<file path="config.mk">
export PLATFORM = sky130hd
export DESIGN_NAME = bpsk_modulator
export DESIGN_NICKNAME = d
export VERILOG_FILES = /design/src/rtl/bpsk_pkg.sv /design/src/rtl/bpsk_sine_lut.sv /design/src/rtl/bpsk_modulator.sv
export SDC_FILE = /design/constraint.sdc
export NUM_CORES = 1
export LEC_CHECK = 0
export ABC_AREA = 1
export CAP_MARGIN = 20
export CELL_PAD_IN_SITES_DETAIL_PLACEMENT = 2
export CELL_PAD_IN_SITES_GLOBAL_PLACEMENT = 2
export CORE_MARGIN = 4
export CORE_UTILIZATION = 36
export CTS_CLUSTER_DIAMETER = 120
export CTS_CLUSTER_SIZE = 24
export DETAILED_ROUTE_END_ITERATION = 16
export PLACE_DENSITY_LB_ADDON = 0.1
export SETUP_SLACK_MARGIN = 0.5
export SYNTH_ARGS = -nofsm -noshare
export SYNTH_HDL_FRONTEND = slang
export SYNTH_SLANG_ARGS = --single-unit
</file>
<file path="constraint.sdc">
create_clock -name clk -period 3.7 [get_ports clk]
set_clock_uncertainty 0.2 [all_clocks]
set_input_delay 0.925 -clock clk [delete_from_list [all_inputs] [get_ports clk]]
set_output_delay 0.925 -clock clk [all_outputs]
set_load 0.02 [all_outputs]
</file>
<file path="src/rtl/bpsk_pkg.sv">
// bpsk_pkg: shared FSM type, byte width, sine table and offset helpers, and the
// parameter legality check used by the BPSK blocks.
package bpsk_pkg;
    typedef enum logic {IDLE, SEND} state_t;

    localparam int BYTE_WIDTH = 8;
    localparam real PI = 3.14159265358979323846;

    function automatic bit bpsk_params_ok(int data_width, int wavelength, int cycles_per_sample,
                                          int carriers_per_bit, int fifo_depth);
        return data_width >= 2 && wavelength >= 4 && wavelength % 2 == 0 && cycles_per_sample >= 1
            && carriers_per_bit >= 1 && fifo_depth >= 2 && (fifo_depth & (fifo_depth - 1)) == 0;
    endfunction

    // Offset-binary sine sample k of a full period, rounded to nearest.
    function automatic int lut_value(int k, int wavelength, int data_width);
        real peak, v;
        peak = real'((1 << (data_width - 1)) - 1);
        v = peak * $sin(2.0 * PI * real'(k) / real'(wavelength));
        return (1 << (data_width - 1)) + int'($floor(v + 0.5));
    endfunction

    // Carrier offset in half-period units for the next symbol.
    function automatic logic next_offset(logic differential, logic offset, logic symbol);
        return differential ? offset ^ symbol : symbol;
    endfunction
endpackage

</file>
<file path="src/rtl/bpsk_sine_lut.sv">
// bpsk_sine_lut: registered full-period sine table.
//   clk, rst_n : clock, synchronous active-low reset (output returns to mid-scale)
//   en         : load a new sample this cycle
//   mute       : load mid-scale instead of the table entry
//   idx        : table index 0..WAVELENGTH-1
//   amp        : registered offset-binary sample
module bpsk_sine_lut
    import bpsk_pkg::*;
#(
    parameter int WAVELENGTH = 14,
    parameter int DATA_WIDTH = 8
) (
    input  logic                          clk,
    input  logic                          rst_n,
    input  logic                          en,
    input  logic                          mute,
    input  logic [$clog2(WAVELENGTH)-1:0] idx,
    output logic [DATA_WIDTH-1:0]         amp
);
    localparam logic [DATA_WIDTH-1:0] MID = {1'b1, {(DATA_WIDTH - 1){1'b0}}};

    logic [DATA_WIDTH-1:0] rom [WAVELENGTH];

    for (genvar k = 0; k < WAVELENGTH; k++) begin : g_rom
        assign rom[k] = DATA_WIDTH'(lut_value(k, WAVELENGTH, DATA_WIDTH));
    end

    always_ff @(posedge clk) begin
        if (!rst_n)
            amp <= MID;
        else if (en)
            amp <= mute ? MID : rom[idx];
    end
endmodule

</file>
<file path="src/rtl/bpsk_modulator.sv">
// bpsk_modulator: byte-stream BPSK/DBPSK transmitter with input FIFO and sine carrier.
//   clk, rst_n          : clock, synchronous active-low reset
//   in_data/in_valid    : byte stream input, accepted when in_ready
//   in_ready            : FIFO not full
//   amp/amp_valid       : offset-binary carrier sample and its one-cycle update strobe
//   bit_out             : symbol bit currently on air (0 when idle)
//   busy                : transmitting
//   fifo_level          : bytes buffered
module bpsk_modulator
    import bpsk_pkg::*;
#(
    parameter int DATA_WIDTH        = 8,
    parameter int WAVELENGTH        = 14,
    parameter int CYCLES_PER_SAMPLE = 4,
    parameter int CARRIERS_PER_BIT  = 2,
    parameter int FIFO_DEPTH        = 4,
    parameter bit DIFFERENTIAL      = 1'b0
) (
    input  logic                          clk,
    input  logic                          rst_n,
    input  logic [BYTE_WIDTH-1:0]         in_data,
    input  logic                          in_valid,
    output logic                          in_ready,
    output logic [DATA_WIDTH-1:0]         amp,
    output logic                          amp_valid,
    output logic                          bit_out,
    output logic                          busy,
    output logic [$clog2(FIFO_DEPTH):0]   fifo_level
);
    localparam int AW  = $clog2(FIFO_DEPTH);
    localparam int AW1 = AW + 1;
    localparam int PW  = $clog2(WAVELENGTH);
    localparam int PW1 = PW + 1;
    localparam int BW  = $clog2(BYTE_WIDTH);
    localparam int DVW = CYCLES_PER_SAMPLE > 1 ? $clog2(CYCLES_PER_SAMPLE) : 1;
    localparam int CW  = CARRIERS_PER_BIT > 1 ? $clog2(CARRIERS_PER_BIT) : 1;

    localparam logic [AW:0]    FULL_COUNT = AW1'(FIFO_DEPTH);
    localparam logic [PW-1:0]  PHASE_MAX  = PW'(WAVELENGTH - 1);
    localparam logic [PW:0]    HALF       = PW1'(WAVELENGTH / 2);
    localparam logic [PW:0]    PERIOD     = PW1'(WAVELENGTH);
    localparam logic [CW-1:0]  CC_MAX     = CW'(CARRIERS_PER_BIT - 1);
    localparam logic [DVW-1:0] DIV_MAX    = DVW'(CYCLES_PER_SAMPLE - 1);
    localparam logic [BW-1:0]  TOP_BIT    = BW'(BYTE_WIDTH - 1);

    if (!bpsk_params_ok(DATA_WIDTH, WAVELENGTH, CYCLES_PER_SAMPLE, CARRIERS_PER_BIT, FIFO_DEPTH)) begin : g_bad_params
        $error("bpsk_modulator: illegal parameter set");
    end

    logic [BYTE_WIDTH-1:0] mem [FIFO_DEPTH];
    logic [AW-1:0]         wr_ptr, rd_ptr;
    logic [AW:0]           count;
    logic                  push, pop, empty;
    logic [BYTE_WIDTH-1:0] head;

    logic [DVW-1:0]        div;
    logic                  tick;

    state_t                state_q, state_d;
    logic [PW-1:0]         phase_q, phase_d;
    logic [CW-1:0]         cc_q, cc_d;
    logic [BW-1:0]         bidx_q, bidx_d;
    logic [BYTE_WIDTH-1:0] shreg_q, shreg_d;
    logic                  off_q, off_d;
    logic                  phase_wrap, cc_wrap, bit_end;

    logic [PW:0]           idx_sum;
    logic [PW-1:0]         idx;

    assign empty      = count == '0;
    assign in_ready   = count != FULL_COUNT;
    assign push       = in_valid && in_ready;
    assign head       = mem[rd_ptr];
    assign fifo_level = count;

    always_ff @(posedge clk) begin
        if (push)
            mem[wr_ptr] <= in_data;
    end

    always_ff @(posedge clk) begin
        if (!rst_n) begin
            wr_ptr <= '0;
            rd_ptr <= '0;
            count  <= '0;
        end else begin
            wr_ptr <= wr_ptr + AW'(push);
            rd_ptr <= rd_ptr + AW'(pop);
            count  <= count + AW1'(push) - AW1'(pop);
        end
    end

    assign tick = div == DIV_MAX;

    always_ff @(posedge clk) begin
        if (!rst_n)
            div <= '0;
        else
            div <= tick ? '0 : div + 1'b1;
    end

    assign phase_wrap = phase_q == PHASE_MAX;
    assign cc_wrap    = cc_q == CC_MAX;
    assign bit_end    = phase_wrap && cc_wrap;

    always_comb begin
        state_d = state_q;
        phase_d = phase_q;
        cc_d    = cc_q;
        bidx_d  = bidx_q;
        shreg_d = shreg_q;
        off_d   = off_q;
        pop     = 1'b0;
        if (state_q == IDLE) begin
            if (!empty) begin
                pop     = 1'b1;
                state_d = SEND;
                shreg_d = head;
                bidx_d  = TOP_BIT;
                phase_d = '0;
                cc_d    = '0;
                off_d   = next_offset(DIFFERENTIAL, off_q, head[BYTE_WIDTH-1]);
            end
        end else if (tick) begin
            phase_d = phase_wrap ? '0 : phase_q + 1'b1;
            if (phase_wrap)
                cc_d = cc_wrap ? '0 : cc_q + 1'b1;
            if (bit_end) begin
                if (bidx_q != '0) begin
                    bidx_d = bidx_q - 1'b1;
                    off_d  = next_offset(DIFFERENTIAL, off_q, shreg_q[bidx_q - 1'b1]);
                end else if (!empty) begin
                    // Next byte follows with no gap; phase/carrier counters have just wrapped.
                    pop     = 1'b1;
                    shreg_d = head;
                    bidx_d  = TOP_BIT;
                    off_d   = next_offset(DIFFERENTIAL, off_q, head[BYTE_WIDTH-1]);
                end else begin
                    state_d = IDLE;
                end
            end
        end
    end

    always_ff @(posedge clk) begin
        if (!rst_n) begin
            state_q   <= IDLE;
            phase_q   <= '0;
            cc_q      <= '0;
            bidx_q    <= '0;
            shreg_q   <= '0;
            off_q     <= 1'b0;
            amp_valid <= 1'b0;
        end else begin
            state_q   <= state_d;
            phase_q   <= phase_d;
            cc_q      <= cc_d;
            bidx_q    <= bidx_d;
            shreg_q   <= shreg_d;
            off_q     <= off_d;
            amp_valid <= tick;
        end
    end

    assign busy    = state_q == SEND;
    assign bit_out = busy && shreg_q[bidx_q];

    // Phase shift of 180 deg is a half-period index offset.
    assign idx_sum = {1'b0, phase_q} + (off_q ? HALF : '0);
    assign idx     = PW'(idx_sum >= PERIOD ? idx_sum - PERIOD : idx_sum);

    bpsk_sine_lut #(
        .WAVELENGTH(WAVELENGTH),
        .DATA_WIDTH(DATA_WIDTH)
    ) u_lut (
        .clk  (clk),
        .rst_n(rst_n),
        .en   (tick),
        .mute (state_q == IDLE),
        .idx  (idx),
        .amp  (amp)
    );
endmodule

</file>
==> run summary, run 1 <==
status: finished clean
share of synthesized flip-flops with an asynchronous set or reset: 0
critical path type: reg -> out
syn_area_per_cell: 8.98 um2
Pre-antenna DRT Iters: 5
highest-delay cell along the critical path: dfxtp_2
Worst Hold Depth: 1
die area: 10700 um2
largest net degree at the start of global routing: 19
DR iter-0 viols: 83
# rows: 34
cell with the most instances after synthesis: nand2_1
Gate Count Post-Synth: 365
Vias per Instance: 5.14
fill cell count: 987
worst r2r src: off_q$_SDFFE_PN0P_
share of cells above drive strength 1: 0.115
Lkg Pwr: 1.60 nW
core area: 8810 um2
pwr/cell area: 780 nW/um2
Max Slew Vio Count: 0
EDFF count, synth: 32
Via Count: 2616
ANT cells: 0
first-pass GRT wire length: 14.8 mm
TritonCTS buffer count: 9
worst hold endpoint: div[0]$_SDFF_PP0_
Setup WS pre-CTS: 0.654 ns
fmax: 0.342 GHz
slew of the pin with the lowest slew margin: 0.707 ns
critical-path cell list: inv_2 -> a21oi_1 -> o21ai_0 -> nand3_1 -> nand2_1 -> a31oi_1 -> dlygate4sd2_1
YS warnings: 0
endpoints failing setup: 0
WP buf/inv: 2
unrepaired setup endpoints after global routing: no
#FFs+latches synth: 68
die width: 103 um
GRT Overall Usage: 0.183
Final WS setup: 0.772 ns
Distinct cells, synth: 36
most common flop cell mapped by yosys: dfxtp_1
Remaining DRCs: 0
Final min period: 2.93 ns
Clock Latency Late Sink: 0.35 ns
post-synth top area share: 0.293
post-detailed-route wirelength per cell: 17.0 um
HPWL after DPL: 6.23 mm
Synth area leaders: edfxtp_1 29%, dfxtp_1 22%, nand2_1 6.4%
Final Hold Vio Count: 0
IO Port Bufs: 25
routability congestion estimate: 0.798
root buf cell: clkbuf_8
WL final: 8.65 mm
clock buffer depth: 2
Yosys top cell by area: edfxtp_1
MaxCap Viol Count: 0
Synth Net Count: 393
Post-DRT Antenna Nets: 0
setup TNS: 0 ns
Critical Path Max Stage Delay: 0.41 ns
final instance area: 3870 um2
IO Pins: 26
CP max FO: 12
vias in the first global route: 2942
CTS sink count: 68
WP data required: 2.57 ns
hold_sp: div[0]$_SDFF_PP0_
Final #Nets: 424
top cells by count, synth: 56 x nand2_1, 51 x nor2_1, 40 x inv_1
CTS tree: built
area grow syn2layout: 18.1%
sequential share of the synthesized area: 0.513
initial core utilization: 0.372
fin crit share: 0.791
VDD IR max: 0.255 mV
Post-Syn Area: 3280 um2
Critical R2R Capture: u_lut.amp[0]$_SDFFE_PN0P_
CP endpoint kind: output pin
Clk pin slew, worst setup/hold paths: 0.08 ns
Critical Path Start Type: register
number of hold buffers added after CTS: 0
gr ovfl total: 0
Rel. slew slack: 0.528
worst min path class: reg -> reg
r2r setup slk: 0.84 ns
initial antenna violation count: 0
H-tree depth: 3
Placed Area: 3650 um2
Die Y: 103 um
Top Family by Delay on Critical Path: buffers and inverters
worst reg2reg path depth: 16
Arr. time, crit path: 1.80 ns
area by class of cell:
cell class	instances	area (um2)	area share
multi-input combinational	243	1380	0.356
clock buffer	9	124	0.0320
sequential	68	1680	0.435
clock inverter	7	98.8	0.0255
timing repair buffer	30	287	0.0740
inverter	44	165	0.0427
tap	108	135	0.0349
how the worst max path moves through the flow:
stage | start | to | depth (start not counted)
after CTS | bidx_q[0]$_SDFFE_PN0P_ | bit_out | 7
after floorplan | bidx_q[0]$_SDFFE_PN0P_ | fifo_level[1]$_SDFF_PN0_ | 15
after detailed placement | bidx_q[0]$_SDFFE_PN0P_ | bit_out | 7
final | bidx_q[0]$_SDFFE_PN0P_ | bit_out | 7
after global routing | bidx_q[0]$_SDFFE_PN0P_ | bit_out | 7
after global placement | in_valid | fifo_level[2]$_SDFF_PN0_ | 8
metrics by stage:
stage	power, mW	hold slack [ns]	utilization	cells
final	3.02	0.235	0.440	509
after CTS	3.07	0.244	0.440	509
after detailed placement	2.35	0.235	0.414	493
after global routing	3.31	0.268	0.440	509
after global placement	2.27	0.210	0.414	493
after floorplan	1.98	0.198	-	365
metal layers:
| layer | wire length, um | track usage |
|---|---|---|
| met1 | 3960 | 0.227 |
| met2 | 4340 | 0.324 |
| met3 | 229 | 0.0282 |
| met4 | 118 | 0.0627 |
| met5 | 0 | 0 |
registers in the layout (all words and copies together) (netlist names), 2 cells and up:
name	count
u_lut.amp	8
div	2
wr_ptr	2
phase_q	4
fifo_level	3
shreg_q	8
bidx_q	3
rd_ptr	2
mem	32
report_power, final:
part | internal [mW] | leakage [nW] | switching (mW) | total [mW]
Clock | 0.383 | 0.110 | 0.308 | 0.691
Sequential | 0.938 | 0.589 | 0.155 | 1.09
Combinational | 0.445 | 0.897 | 0.790 | 1.24
Total | 1.77 | 1.60 | 1.25 | 3.02
cells in the final DEF (no fill, tap or decap), types with 9 or more instances in the layout:
cell type,netlist,routed
nand2_1,56,56
nor2_1,51,51
inv_1,40,39
o21ai_0,35,35
dfxtp_1,36,35
edfxtp_1,32,32
clkdlybuf4s50_1,0,24
nand3_1,22,22
ha_1,15,15
a21oi_1,12,12
a31oi_1,9,9
clkbuf_8,0,9
cell families after synthesis:
kind of cell / synth area share
buffers and inverters: 0.0661
XOR/XNOR: 0.0237
AND/OR/NAND/NOR: 0.214
flip-flops: 0.513
AO/OA/AOI/OAI: 0.113
adder cells (fa/ha/maj): 0.0695
what timing repair did:
item	CTS	global route
resized for setup	3	0
endpoints found under the setup margin	1	0
setup buffers	0	0
(Power assumes the default switching activity.)
==> run 2: changes to the inputs <==
- clock period: 3.7 -> 2.73 ns (I/O delays scaled with it)
==> run summary, run 2 (synthesis results as in run 1) <==
die area: 10700 um2 (unchanged)
gr ovfl total: 0 (unchanged)
Lkg Pwr: 1.82 nW (+14%)
Clk pin slew, worst setup/hold paths: 0.08 ns (about the same)
most common cell after layout, fill and taps aside: nor2_1
Post-DRT Antenna Nets: 0 (unchanged)
IO Pins: 26 (unchanged)
TritonCTS buffer count: 9 (unchanged)
critical-path cell list: ha_4 -> fa_2 -> buf_6 -> ha_4 -> inv_4 -> buf_4 -> xor2_2 -> a21boi_2 -> nand3_1 -> nand3_1 -> nand2_1
CP max FO: 4 (-8)
H-tree depth: 3 (unchanged)
pwr/cell area: 1140 nW/um2 (+46%)
Regs by FF count: mem (32), shreg_q (8), u_lut.amp (8)
endpoints failing setup: 0 (unchanged)
status: finished clean
Overall Power: 4.91 mW (+63%)
Remaining DRCs: 0 (unchanged)
Pre-antenna DRT Iters: 4 (-1)
slew of the pin with the lowest slew margin: 0.365 ns (-0.342 ns)
fmax: 0.383 GHz
WL final: 9.98 mm (+15%)
share of cells above drive strength 1: 0.275 (+0.161)
root buf cell: clkbuf_8
Critical Path Max Stage Delay: 0.58 ns (+0.17 ns)
fill cell count: 920 (-6.8%)
Rel. slew slack: 0.756 (+0.228)
Top reg by flops: mem
Worst Hold Depth: 2 (+1)
Largest register FFs: 32 (unchanged)
Final min period: 2.61 ns
Clock Latency Late Sink: 0.36 ns (about the same)
critical path type: reg -> reg
area grow syn2layout: 31.9%
WP data required: 2.78 ns (+0.21 ns)
CP endpoint kind: register
fin crit share: 0.957
clock buffer depth: 2 (unchanged)
highest-delay cell along the critical path: fa_2
number of hold buffers added after CTS: 0 (unchanged)
Via Count: 2736 (+4.6%)
Arr. time, crit path: 2.66 ns (+0.86 ns)
CTS sink count: 68 (unchanged)
Final #Nets: 448 (+5.7%)
worst reg2reg path depth: 11 (-5)
Critical Path Start Type: register
core area: 8810 um2 (unchanged)
unrepaired setup endpoints after global routing: yes
HPWL after DPL: 6.30 mm (+1.2%)
hold_sp: u_lut.amp[3]$_SDFFE_PN0P_
MaxCap Viol Count: 0 (unchanged)
worst r2r src: off_q$_SDFFE_PN0P_
initial core utilization: 0.372 (unchanged)
Max Slew Vio Count: 0 (unchanged)
vias in the first global route: 2967 (+0.85%)
Die Y: 103 um (unchanged)
initial antenna violation count: 0 (unchanged)
IO Port Bufs: 25 (unchanged)
VDD IR max: 0.400 mV (+57%)
# rows: 34 (unchanged)
multi-input logic area: 1610 um2 (+17%)
ANT cells: 0 (unchanged)
Vias per Instance: 5.13 (-0.12%)
first-pass GRT wire length: 15.6 mm (+5.6%)
FF+latch area: 1700 um2 (+1.2%)
worst hold slack: 0.255 ns (+0.0199 ns)
die width: 103 um (unchanged)
worst min path class: reg -> reg
Worst setup startpoint: off_q$_SDFFE_PN0P_
routability congestion estimate: 0.816 (+2.3%)
setup TNS: 0 ns (unchanged)
post-detailed-route wirelength per cell: 18.7 um (+10%)
Post-Place Cells: 499 (+1.2%)
largest net degree at the start of global routing: 18 (-1)
final instance count without filler cells: 533 (+4.7%)
GRT Overall Usage: 0.196 (+0.0131)
CTS tree: built
DR iter-0 viols: 143 (+72%)
Final Hold Vio Count: 0 (unchanged)
most frequent cells in the layout: 49 x nor2_1, 45 x nand2_1, 33 x inv_1
## run 2: worst max-delay path: cells and delay by family (launching register included)
| family | cells | cell delay [ns] |
|---|---|---|
| and+or+nand+nor | 3 | 0.28 |
| DFF | 1 | 0.37 |
| AOI/OAI and AO/OA | 1 | 0.30 |
| buffers and inverters | 3 | 0.29 |
| xor gates and xnor gates | 1 | 0.18 |
| adders and majority gates | 3 | 0.88 |
## run 2: layout make-up
cell class	count	area share
Inverter	44	0.0405
Clock buffer	9	0.0287
Timing Repair Buffer	54	0.111
Tap cell	108	0.0313
Multi-Input combinational cell	243	0.372
Clock inverter	7	0.0229
Sequential cell	68	0.394
## run 2: worst paths after layout
check | to | slack [ns]
max | u_lut.amp[6]$_SDFFE_PN0P_ | 0.12
min | u_lut.amp[3]$_SDFFE_PN0P_ | 0.25
max reg2reg | u_lut.amp[6]$_SDFFE_PN0P_ | 0.12
min reg2reg | u_lut.amp[3]$_SDFFE_PN0P_ | 0.25
## run 2: power by group
part / switching (mW) / leakage [nW] / internal [mW]
sequential: 0.196 / 0.593 / 1.29
clock: 0.426 / 0.110 / 0.519
combinational: 1.45 / 1.11 / 1.03
total: 2.07 / 1.82 / 2.84
## run 2: metal layers
metal	GRT usage	routed length (um)	vias to the layer above
met3	0.0302	260	18
met2	0.346	5180	47
met1	0.240	4310	1350
li1	-	-	1321
met5	0	0	-
met4	0.0767	228	0
## run 2: per-stage QoR
stage / worst slack (ns) / utilization / instance area, um2
6_report: 0.117 / 0.491 / 4320
5_1_grt: 0.0526 / 0.491 / 4320
4_1_cts: 0.224 / 0.477 / 4200
3_5_place_dp: 0.0995 / 0.433 / 3810
3_3_place_gp: 0.179 / 0.433 / 3810
2_1_floorplan: 0.336 / - / 3410
## run 2: what timing repair did
| action | 4_1_cts | 5_1_grt |
|---|---|---|
| buffers inserted | 13 | 5 |
| endpoints found under the setup margin | 16 | 17 |
| hold endpoints to repair | 0 | 0 |
| pin swaps | 15 | 16 |
| gates resized for setup | 32 | 30 |
